### src/rtl/io_button_pkg.sv
// Shared register offsets, field widths and helpers for the push-button controller.
// Imported by the per-channel debouncer and the memory-mapped top level.
package io_button_pkg;

    localparam logic [2:0] REG_LEVEL    = 3'd0;
    localparam logic [2:0] REG_EVENT    = 3'd1;
    localparam logic [2:0] REG_IRQ_MASK = 3'd2;
    localparam logic [2:0] REG_CTRL     = 3'd3;
    localparam logic [2:0] REG_PRESS0   = 3'd4;

    localparam int PRESS_CNT_W = 8;
    localparam int CTRL_EN_BIT = 0;
    localparam int MAX_CH      = 4;

    // A clear and a press landing on the same edge leave the count at 1.
    function automatic logic [PRESS_CNT_W-1:0] press_cnt_next(
        input logic [PRESS_CNT_W-1:0] cnt,
        input logic                   clr,
        input logic                   press
    );
        logic [PRESS_CNT_W-1:0] base;
        base = clr ? '0 : cnt;
        if (press && (base != '1)) begin
            base = base + 1'b1;
        end
        return base;
    endfunction

endpackage

### src/rtl/btn_debounce.sv
// One button channel: two-flop synchroniser, mismatch counter and debounced level.
// rise pulses for the cycle whose closing edge makes the debounced level go high.
module btn_debounce
    import io_button_pkg::*;
#(
    parameter int DEBOUNCE_CYC = 250000
) (
    input  logic clock,
    input  logic reset,
    input  logic raw,
    output logic level,
    output logic rise
);

    localparam int                CNT_W    = $clog2(DEBOUNCE_CYC);
    localparam logic [CNT_W-1:0] CNT_LAST = CNT_W'(DEBOUNCE_CYC - 1);

    logic             sync1_q;
    logic             sync2_q;
    logic             stable_q;
    logic             stable_d;
    logic [CNT_W-1:0] cnt_q;
    logic [CNT_W-1:0] cnt_d;
    logic             accept;

    // The counter stops at DEBOUNCE_CYC-1: that edge either accepts or sees the match and clears.
    always_comb begin
        accept   = (sync2_q != stable_q) && (cnt_q == CNT_LAST);
        stable_d = accept ? sync2_q : stable_q;
        cnt_d    = cnt_q + 1'b1;
        if ((sync2_q == stable_q) || accept) begin
            cnt_d = '0;
        end
    end

    always_ff @(posedge clock or negedge reset) begin
        if (!reset) begin
            sync1_q  <= 1'b0;
            sync2_q  <= 1'b0;
            stable_q <= 1'b0;
            cnt_q    <= '0;
        end else begin
            sync1_q  <= raw;
            sync2_q  <= sync1_q;
            stable_q <= stable_d;
            cnt_q    <= cnt_d;
        end
    end

    assign level = stable_q;
    assign rise  = accept && sync2_q;

endmodule

### src/rtl/io_button_ctrl.sv
// Memory-mapped multi-channel push-button controller: debounced levels, sticky press
// events, saturating press counters, maskable interrupt and a registered read port.
module io_button_ctrl
    import io_button_pkg::*;
#(
    parameter int          NUM_CH       = 4,
    parameter int          DEBOUNCE_CYC = 250000,
    parameter logic [11:0] BASE_ADDR    = 12'hFF0
) (
    input  logic              clock,
    input  logic              reset,
    input  logic [NUM_CH-1:0] btn_raw,
    input  logic [11:0]       addr,
    input  logic              rd_en,
    input  logic              wr_en,
    input  logic [31:0]       wdata,
    output logic [31:0]       rdata,
    output logic [NUM_CH-1:0] level,
    output logic              irq
);

    logic                   sel;
    logic [2:0]             off;
    logic                   wr_hit;
    logic                   rd_hit;
    logic [NUM_CH-1:0]      rise;
    logic [NUM_CH-1:0]      ev_clear;
    logic [NUM_CH-1:0]      event_q;
    logic [NUM_CH-1:0]      event_d;
    logic [NUM_CH-1:0]      mask_q;
    logic [NUM_CH-1:0]      mask_d;
    logic                   en_q;
    logic                   en_d;
    logic [PRESS_CNT_W-1:0] press_cnt_q [NUM_CH];
    logic [PRESS_CNT_W-1:0] press_cnt_d [NUM_CH];
    logic [PRESS_CNT_W-1:0] press_rd    [MAX_CH];
    logic [31:0]            reg_val;
    logic [31:0]            rdata_q;
    logic [31:0]            rdata_d;
    logic                   irq_q;
    logic                   irq_d;
    logic                   unused_wdata;

    assign sel    = (addr[11:3] == BASE_ADDR[11:3]);
    assign off    = addr[2:0];
    assign wr_hit = wr_en && sel;
    assign rd_hit = rd_en && sel;

    genvar gi;
    generate
        for (gi = 0; gi < NUM_CH; gi++) begin : g_ch
            btn_debounce #(
                .DEBOUNCE_CYC(DEBOUNCE_CYC)
            ) u_debounce (
                .clock(clock),
                .reset(reset),
                .raw  (btn_raw[gi]),
                .level(level[gi]),
                .rise (rise[gi])
            );
        end

        // Counter slots past NUM_CH read back as zero.
        for (gi = 0; gi < MAX_CH; gi++) begin : g_press_rd
            if (gi < NUM_CH) begin : g_used
                assign press_rd[gi] = press_cnt_q[gi];
            end else begin : g_empty
                assign press_rd[gi] = '0;
            end
        end
    endgenerate

    // Set beats W1C: the clear is applied first, then the new press is ORed in.
    always_comb begin
        ev_clear = (wr_hit && (off == REG_EVENT)) ? wdata[NUM_CH-1:0] : '0;
        event_d  = event_q & ~ev_clear;
        if (en_q) begin
            event_d = event_d | rise;
        end
        mask_d = (wr_hit && (off == REG_IRQ_MASK)) ? wdata[NUM_CH-1:0] : mask_q;
        en_d   = (wr_hit && (off == REG_CTRL)) ? wdata[CTRL_EN_BIT] : en_q;
        for (int i = 0; i < NUM_CH; i++) begin
            press_cnt_d[i] = press_cnt_next(press_cnt_q[i],
                                            wr_hit && (off == (REG_PRESS0 + 3'(i))),
                                            en_q && rise[i]);
        end
    end

    always_comb begin
        reg_val = '0;
        case (off)
            REG_LEVEL:    reg_val = 32'(level);
            REG_EVENT:    reg_val = 32'(event_q);
            REG_IRQ_MASK: reg_val = 32'(mask_q);
            REG_CTRL:     reg_val[CTRL_EN_BIT] = en_q;
            default:      reg_val = 32'(press_rd[off[1:0]]);
        endcase
        rdata_d = rd_hit ? reg_val : '0;
        irq_d   = |(event_q & mask_q);
    end

    always_ff @(posedge clock or negedge reset) begin
        if (!reset) begin
            event_q <= '0;
            mask_q  <= '0;
            en_q    <= 1'b1;
            rdata_q <= '0;
            irq_q   <= 1'b0;
            for (int i = 0; i < NUM_CH; i++) begin
                press_cnt_q[i] <= '0;
            end
        end else begin
            event_q <= event_d;
            mask_q  <= mask_d;
            en_q    <= en_d;
            rdata_q <= rdata_d;
            irq_q   <= irq_d;
            for (int i = 0; i < NUM_CH; i++) begin
                press_cnt_q[i] <= press_cnt_d[i];
            end
        end
    end

    assign rdata        = rdata_q;
    assign irq          = irq_q;
    assign unused_wdata = ^wdata[31:NUM_CH];

endmodule

### config.mk
export PLATFORM = sky130hd
export DESIGN_NAME = io_button_ctrl
export DESIGN_NICKNAME = d
export VERILOG_FILES = /design/src/rtl/io_button_pkg.sv /design/src/rtl/btn_debounce.sv /design/src/rtl/io_button_ctrl.sv
export SDC_FILE = /design/constraint.sdc
export NUM_CORES = 1
export LEC_CHECK = 0
export BUFFER_PORTS_ARGS = -buffer_cell sky130_fd_sc_hd__buf_2
export CAP_MARGIN = 20
export CORE_MARGIN = 3
export CORE_UTILIZATION = 40
export CTS_BUF_LIST = sky130_fd_sc_hd__clkbuf_8
export DETAILED_ROUTE_END_ITERATION = 8
export PLACE_DENSITY = 0.62
export SKIP_CTS_REPAIR_TIMING = 1
export SLEW_MARGIN = 20
export SYNTH_ARGS = -nofsm -noshare
export SYNTH_HDL_FRONTEND = slang
export SYNTH_SLANG_ARGS = --single-unit
export TNS_END_PERCENT = 5
### constraint.sdc
create_clock -name clock -period 2.8 [get_ports clock]
set_input_delay 0.42 -clock clock [delete_from_list [all_inputs] [get_ports clock]]
set_output_delay 0.42 -clock clock [all_outputs]
set_load 0.02 [all_outputs]
==> impl_results.md, run 1 <==
- Status: completed
- CTS H-Tree Depth: 4
- Main synth FF type: dfrtp_1
- Max Cap Viol: 0
- Die H: 143 um
- Max VDD drop: 0.277 mV
- CP cell instances: or4_1 -> or3_1 -> o21ai_2 -> buf_4 -> nor2_1
- Final net count: 905
- R2R Path Start: g_ch[2].u_debounce.cnt_q[11]
- Synth Cell Area: 7530 sq um
- WL final: 16700 um
- Vias: 5969
- Slew @ Worst Pin: 0.705 ns
- Post-layout util: 0.466
- Seq cells post-synth: 134
- Core ar.: 18200 sq um
- Clock-pin slew on the worst setup and hold paths: 0.08 ns
- Startpoint types: flop
- Critical path arrival: 2.64 ns
- Maximum buffer depth of the clock tree: 2
- Clock root buffer: clkbuf_8
- Pin count of the biggest net entering global routing: 64
- Full die area: 20500 sq um
- Seq/Total Area, Yosys: 0.445
- Vias in the first global route: 5725
- RSZ-0062 raised after global routing: no
- Required @ worst endpoint: 3.14 ns
- FILL cells: 1746
- Place WS: 0.0532 ns
- Sink Count: 134
- R2R depth: 5
- Slew HR: 0.527
- Die W: 143 um
- Worst min path class: primary input to flop
- P&R area growth vs syn: 12.7%
- Total grt overflow: 0
- Clock latency on the worst-skew pair: 0.44 ns
- Port Buf Inserts: 36
- Final WS setup: 0.497 ns
- Worst Hold Path EP: g_ch[2].u_debounce.sync1_q
- Worst hold path startpoint: btn_raw[2]
- Crit path max fanout: 12
- Setup TNS: 0 ns
- Reg2reg end: g_ch[2].u_debounce.cnt_q[15]
- Syn Inst Count: 788
- Proportion of layout cells with a drive suffix above 1: 0.155
- Dpl hpwl: 12000 um
- EDFF count, synth: 0
- Routed Antenna Nets: 0
- Io pins: 89
- Critical path endpoint category: flop
- WHS Path Cells: 1
- Fmax: 434 MHz
- Antenna cell count: 0
- Crit share post-route: 0.823
- Avg Cell Area, Syn: 9.56 sq um
- CTS tree: yes
- Final Setup Violations: 0
- Worst path max stage delay: 0.59 ns
- Initial antenna violation count: 1
- Starting DRT DRC Count: 425
- WS Path Type: flop to flop
- Routed WL per cell: 15.4 um
- Drt pass-1 iters: 5
- Clock Skew: 0.0123 ns
- Synth warn: 0
- Critical path's slowest cell: or4_1
- CTS buffer count: 17
- DRC errors left: 0
- Setup slack, reg-to-reg: 0.50 ns
- Gr usage total: 0.170
- Leakage power: 0.00352 uW
- First-pass GRT wire length: 28300 um
- Gpl congestion: 0.829
- Power Density: 478 nW/um^2
- Site Rows: 49
- Starting Density: 0.414
- Vias/cell: 5.49
- Max-slew violations: 0
- Final hold violation count: 0
- Ys async rst share: 1.00
- Post-layout min period: 2.30 ns
- Synth cell types: 69
cell families after synthesis:
logic type	share of synthesized area
AO/OA/AOI/OAI	0.0813
XOR/XNOR	0.0616
adder cells (fa/ha/maj)	0.0133
buffers and inverters	0.0572
flip-flops	0.445
multiplexers	0.0587
other	0.000498
AND/OR/NAND/NOR	0.282
power by group:
part | total, uW | internal, uW | switching (uW) | leakage [uW]
clock network | 1880 | 1100 | 780 | 0.000229
logic | 195 | 64.0 | 131 | 0.00151
registers | 1980 | 1960 | 19.9 | 0.00178
total | 4050 | 3120 | 931 | 0.00352
final cells by class:
class / count / area [sq um] / area share
Tap cell: 229 / 287 / 0.0338
Clock inverter: 13 / 204 / 0.0240
Inverter: 32 / 120 / 0.0142
Timing Repair Buffer: 66 / 427 / 0.0503
Sequential cell: 134 / 3350 / 0.395
Clock buffer: 19 / 262 / 0.0308
Multi-Input combinational cell: 594 / 3830 / 0.452
cell usage in the layout (no fill, tap or decap), types with 7 or more instances in the layout:
cell type  count
a211oi_1       8
a21oi_1       18
a31oi_1        9
and3_1        18
and4_1        11
buf_2         35
buf_4         28
clkbuf_8      19
conb_1        24
dfrtp_1      133
ha_1           8
inv_1         33
mux2_2         7
mux2i_1       16
mux4_2         9
nand2_1       54
nand2b_1       7
nand3_1       51
nand4_1       25
nor2_1        83
nor2b_1       10
nor3_1        31
nor4_1        15
o21ai_0       20
o31ai_1       10
or2_2          7
or3_1          9
or4_1         18
xnor2_1       37
xor2_1        16
per-stage QoR:
step	hold slack, ns	total power, uW	std cells	cell area (sq um)
6_report	0.0799	4050	1087	8480
5_1_grt	0.0494	4230	1087	8480
4_1_cts	-0.118	4100	1086	8470
3_5_place_dp	0.337	2210	1054	8010
3_3_place_gp	0.335	2210	1054	8010
2_1_floorplan	0.124	2140	811	7620
worst max-delay path by stage:
stage | start | end | cells past startpoint
after CTS | g_ch[2].u_debounce.cnt_q[11] | g_ch[2].u_debounce.cnt_q[15] | 5
after floorplan | addr[0] | press_cnt_q[27] | 11
after detailed placement | addr[9] | press_cnt_q[7] | 8
after global routing | addr[9] | press_cnt_q[7] | 8
after global placement | addr[9] | press_cnt_q[7] | 8
final | g_ch[2].u_debounce.cnt_q[11] | g_ch[2].u_debounce.cnt_q[15] | 5
registers in the layout, summed over array words and instances (netlist names):
signal                   count
en_q                         1
g_ch.u_debounce.level        4
event_q                      4
mask_q                       4
irq                          1
g_ch.u_debounce.sync1_q      4
g_ch.u_debounce.sync2_q      4
press_cnt_q                 32
g_ch.u_debounce.cnt_q       72
rdata                        8
worst max-delay path, delay by kind of cell (launching register included):
family	cells	cell delay, ns
and+or+nand+nor	3	1.18
DFF	1	0.44
AOI/OAI and AO/OA	1	0.32
buffers and inverters	1	0.25
per-layer routing:
metal  global-route usage  vias up  wire length [um]  share of wire
li1                     -     2939                 -              -
met1                0.237     2924              8030           0.48
met2                0.264       85              7790           0.47
met3               0.0368       19               602          0.036
met4               0.0585        2               265          0.016
met5                    0        -                13        0.00078
Yosys cell counts, drive strengths merged (11+ instances only):
cell / instances / area (sq um)
clkbuf: 19 / 72.6
dfrtp: 133 / 3330
nand2: 54 / 203
xor2: 16 / 140
xnor2: 37 / 324
nand3: 51 / 255
nor3: 32 / 165
inv: 32 / 120
or4: 19 / 146
a21oi: 18 / 90.1
buf: 32 / 238
and3: 18 / 113
mux2i: 16 / 160
and4: 11 / 96.3
o21ai: 24 / 128
nor2: 83 / 312
nand4: 25 / 156
nor4: 16 / 106
Note: power is estimated with default switching activity, not from simulation.
==> run 2: changes to the inputs <==
- ABC_AREA: default -> 1
- PLACE_DENSITY: 0.62 -> 0.64
- clock period: 2.8 -> 2.1 ns (I/O delays scaled with it)
==> run 2 against run 1 <==
  * Core utilization down 0.42 points
  * Power up 20%
  * Clock power up 5%
  * Clock skew is essentially flat
  * First-iteration DRC count down 19%
  * Flip-flop and latch count stayed put
  * Non-clock buffer count fell by 1
  * Via count up 8.5%
  * Hold slack improved by 0.084 ns
  * Critical endpoint is now g_ch[1].u_debounce.cnt_q[12]
==> impl_results.md, run 2 <==
- Gpl congestion: 0.893
- Leakage power: 0.00417 uW
- Clock latency on the worst-skew pair: 0.46 ns
- Total grt overflow: 0
- Critical path's slowest cell: dfrtp_1
- Full die area: 21100 sq um
- Clock Skew: 0.0121 ns
- Final net count: 1147
- Sink Count: 134
- Max Cap Viol: 0
- EDFF count, synth: 0
- Die W: 145 um
- Yosys top cell by area: dfrtp_1
- CP top delay family: simple AND/OR/NAND/NOR gates
- Gr usage total: 0.161
- CTS buffer count: 17
- Initial antenna violation count: 0
- Starting DRT DRC Count: 345
- Critical path endpoint category: flop
- DRC errors left: 0
- CTS tree: yes
- Maximum buffer depth of the clock tree: 2
- Startpoint types: flop
- Fmax: 539 MHz
- Dpl hpwl: 12400 um
- P&R area growth vs syn: 12.5%
- Max-slew violations: 0
- Starting Density: 0.410
- Commonest non-fill, non-tap cells in the layout: nand2_1, dfrtp_1, nor2_1, inv_1, nand3_1
- Status: completed
- Final WS setup: 0.244 ns
- CP dominant cell by count: nand2_1
- Proportion of layout cells with a drive suffix above 1: 0.136
- Max reg flops: 72
- Main synth FF type: dfrtp_1
- Slew HR: 0.644
- Final Setup Violations: 0
- Worst Path Buf+Inv: 1
- Core ar.: 18900 sq um
- Vias in the first global route: 5978
- Routed Antenna Nets: 0
- Drt pass-1 iters: 5
- Vias: 6477
- Fin Hold WS: 0.163 ns
- Site Rows: 50
- Port Buf Inserts: 36
- Largest Register: g_ch.u_debounce.cnt_q
- Pin count of the biggest net entering global routing: 58
- Critical path arrival: 2.19 ns
- Setup TNS: 0 ns
- Avg Cell Area, Syn: 7.62 sq um
- Crit share post-route: 0.884
- CP cell instances: ha_1 -> nand2_1 -> inv_1 -> nand2_1 -> nor3_1 -> nand2_1 -> nor2_1 -> nand3_1 -> o21ai_0 -> a21oi_1
- WS Path Type: flop to flop
- Crit path max fanout: 5
- Routed WL per cell: 12.1 um
- Required @ worst endpoint: 2.44 ns
- Commonest non-fill, non-tap cell in the layout: nand2_1
- First-pass GRT wire length: 28300 um
- CTS H-Tree Depth: 4
- Antenna cell count: 0
- Slew @ Worst Pin: 0.534 ns
- Post-layout min period: 1.86 ns
- Most frequent cells after synthesis: nand2_1, dfrtp_1, nor2_1
- Place WS: 0.0117 ns
- Worst min path class: primary input to flop
- Clock-pin slew on the worst setup and hold paths: 0.07 ns
- Synth Cell Area: 7750 sq um
- Top-count cell post-synth: nand2_1
- Seq/Total Area, Yosys: 0.433
- Max VDD drop: 0.343 mV
- Synth cell types: 44
- Io pins: 89
- RSZ-0062 raised after global routing: yes
- Final hold violation count: 0
- Share of Yosys cell area claimed by the top area cell type: 0.429
- Die H: 145 um
- Syn Inst Count: 1018
- Worst path max stage delay: 0.39 ns
- Ys async rst share: 1.00
- Synth warn: 0
- Power Density: 559 nW/um^2
- WL final: 16400 um
- Seq cells post-synth: 134
- Clock root buffer: clkbuf_8
- Vias/cell: 4.77
- Area contributors post-synth: dfrtp_1, nand2_1, nor2_1
## run 2: cell types whose count changed after synthesis, sizes merged, moves of 19 or more
| cell | before | now |
|---|---|---|
| nand3 | 51 | 77 |
| nor2 | 83 | 148 |
| inv | 32 | 129 |
| nand2 | 54 | 265 |
| xnor2 | 37 | 9 |
| or4 | 19 | 0 |
| clkbuf | 19 | 0 |
## run 2: cells by family (layout without fill, tap and decap cells)
kind of cell,count (synthesis),after routing,share of synthesized area
XOR/XNOR,29,29,0.0328
AO/OA/AOI/OAI,94,94,0.0715
other,1,24,0.000484
buffers and inverters,168,226,0.101
flip-flops,134,134,0.433
adder cells (fa/ha/maj),8,8,0.0129
AND/OR/NAND/NOR,584,584,0.349
## run 2: area by class of cell
cell class	instances	area, sq um
fillers	1900	10200
multi-input cells	739	3740
flip-flops and latches	134	3350
inverters	130	495
repair buffers	65	454
well taps	260	325
clock buffers	19	262
clock inverters	12	91.3
## run 2: final timing paths
path                                             startpoint                           end  slack [ns]  cells after the start
worst max-delay path            g_ch[1].u_debounce.cnt_q[0]  g_ch[1].u_debounce.cnt_q[12]        0.24                     10
min in group asynchronous                             reset   g_ch[3].u_debounce.cnt_q[2]        0.38                      2
worst min-delay path                               wdata[2]                     mask_q[2]        0.16                      3
worst min register to register   g_ch[1].u_debounce.sync1_q    g_ch[1].u_debounce.sync2_q        0.35                      0
max in group asynchronous                             reset   g_ch[2].u_debounce.cnt_q[6]        1.04                      3
worst max register to register  g_ch[1].u_debounce.cnt_q[0]  g_ch[1].u_debounce.cnt_q[12]        0.24                     10
## run 2: tightest hold or removal path, stage by stage
cell     delay, ns
buf_2         0.11
inv_1         0.06
o21ai_0       0.08
## run 2: metal layers
| metal | global-route usage | vias to the layer above | part of all wire |
|---|---|---|---|
| met5 | 0 | - | 0 |
| met4 | 0.0518 | 0 | 0.015 |
| met3 | 0.0390 | 22 | 0.044 |
| met2 | 0.246 | 118 | 0.45 |
| met1 | 0.225 | 2952 | 0.49 |
| li1 | - | 3385 | - |
## run 2: metrics by stage
step	utilization	total power [uW]	std cells	cell area, sq um
final	0.462	4880	1359	8720
after global placement	0.438	2950	1323	8280
after global routing	0.462	5100	1359	8720
after CTS	0.457	4940	1354	8640
after floorplan	-	2850	1041	7840
after detailed placement	0.438	2960	1323	8280
## run 2: report_power, final
group | internal (uW) | switching, uW | total, uW
logic | 85.9 | 190 | 276
registers | 2610 | 25.9 | 2630
clock network | 967 | 1000 | 1970
total | 3660 | 1220 | 4880
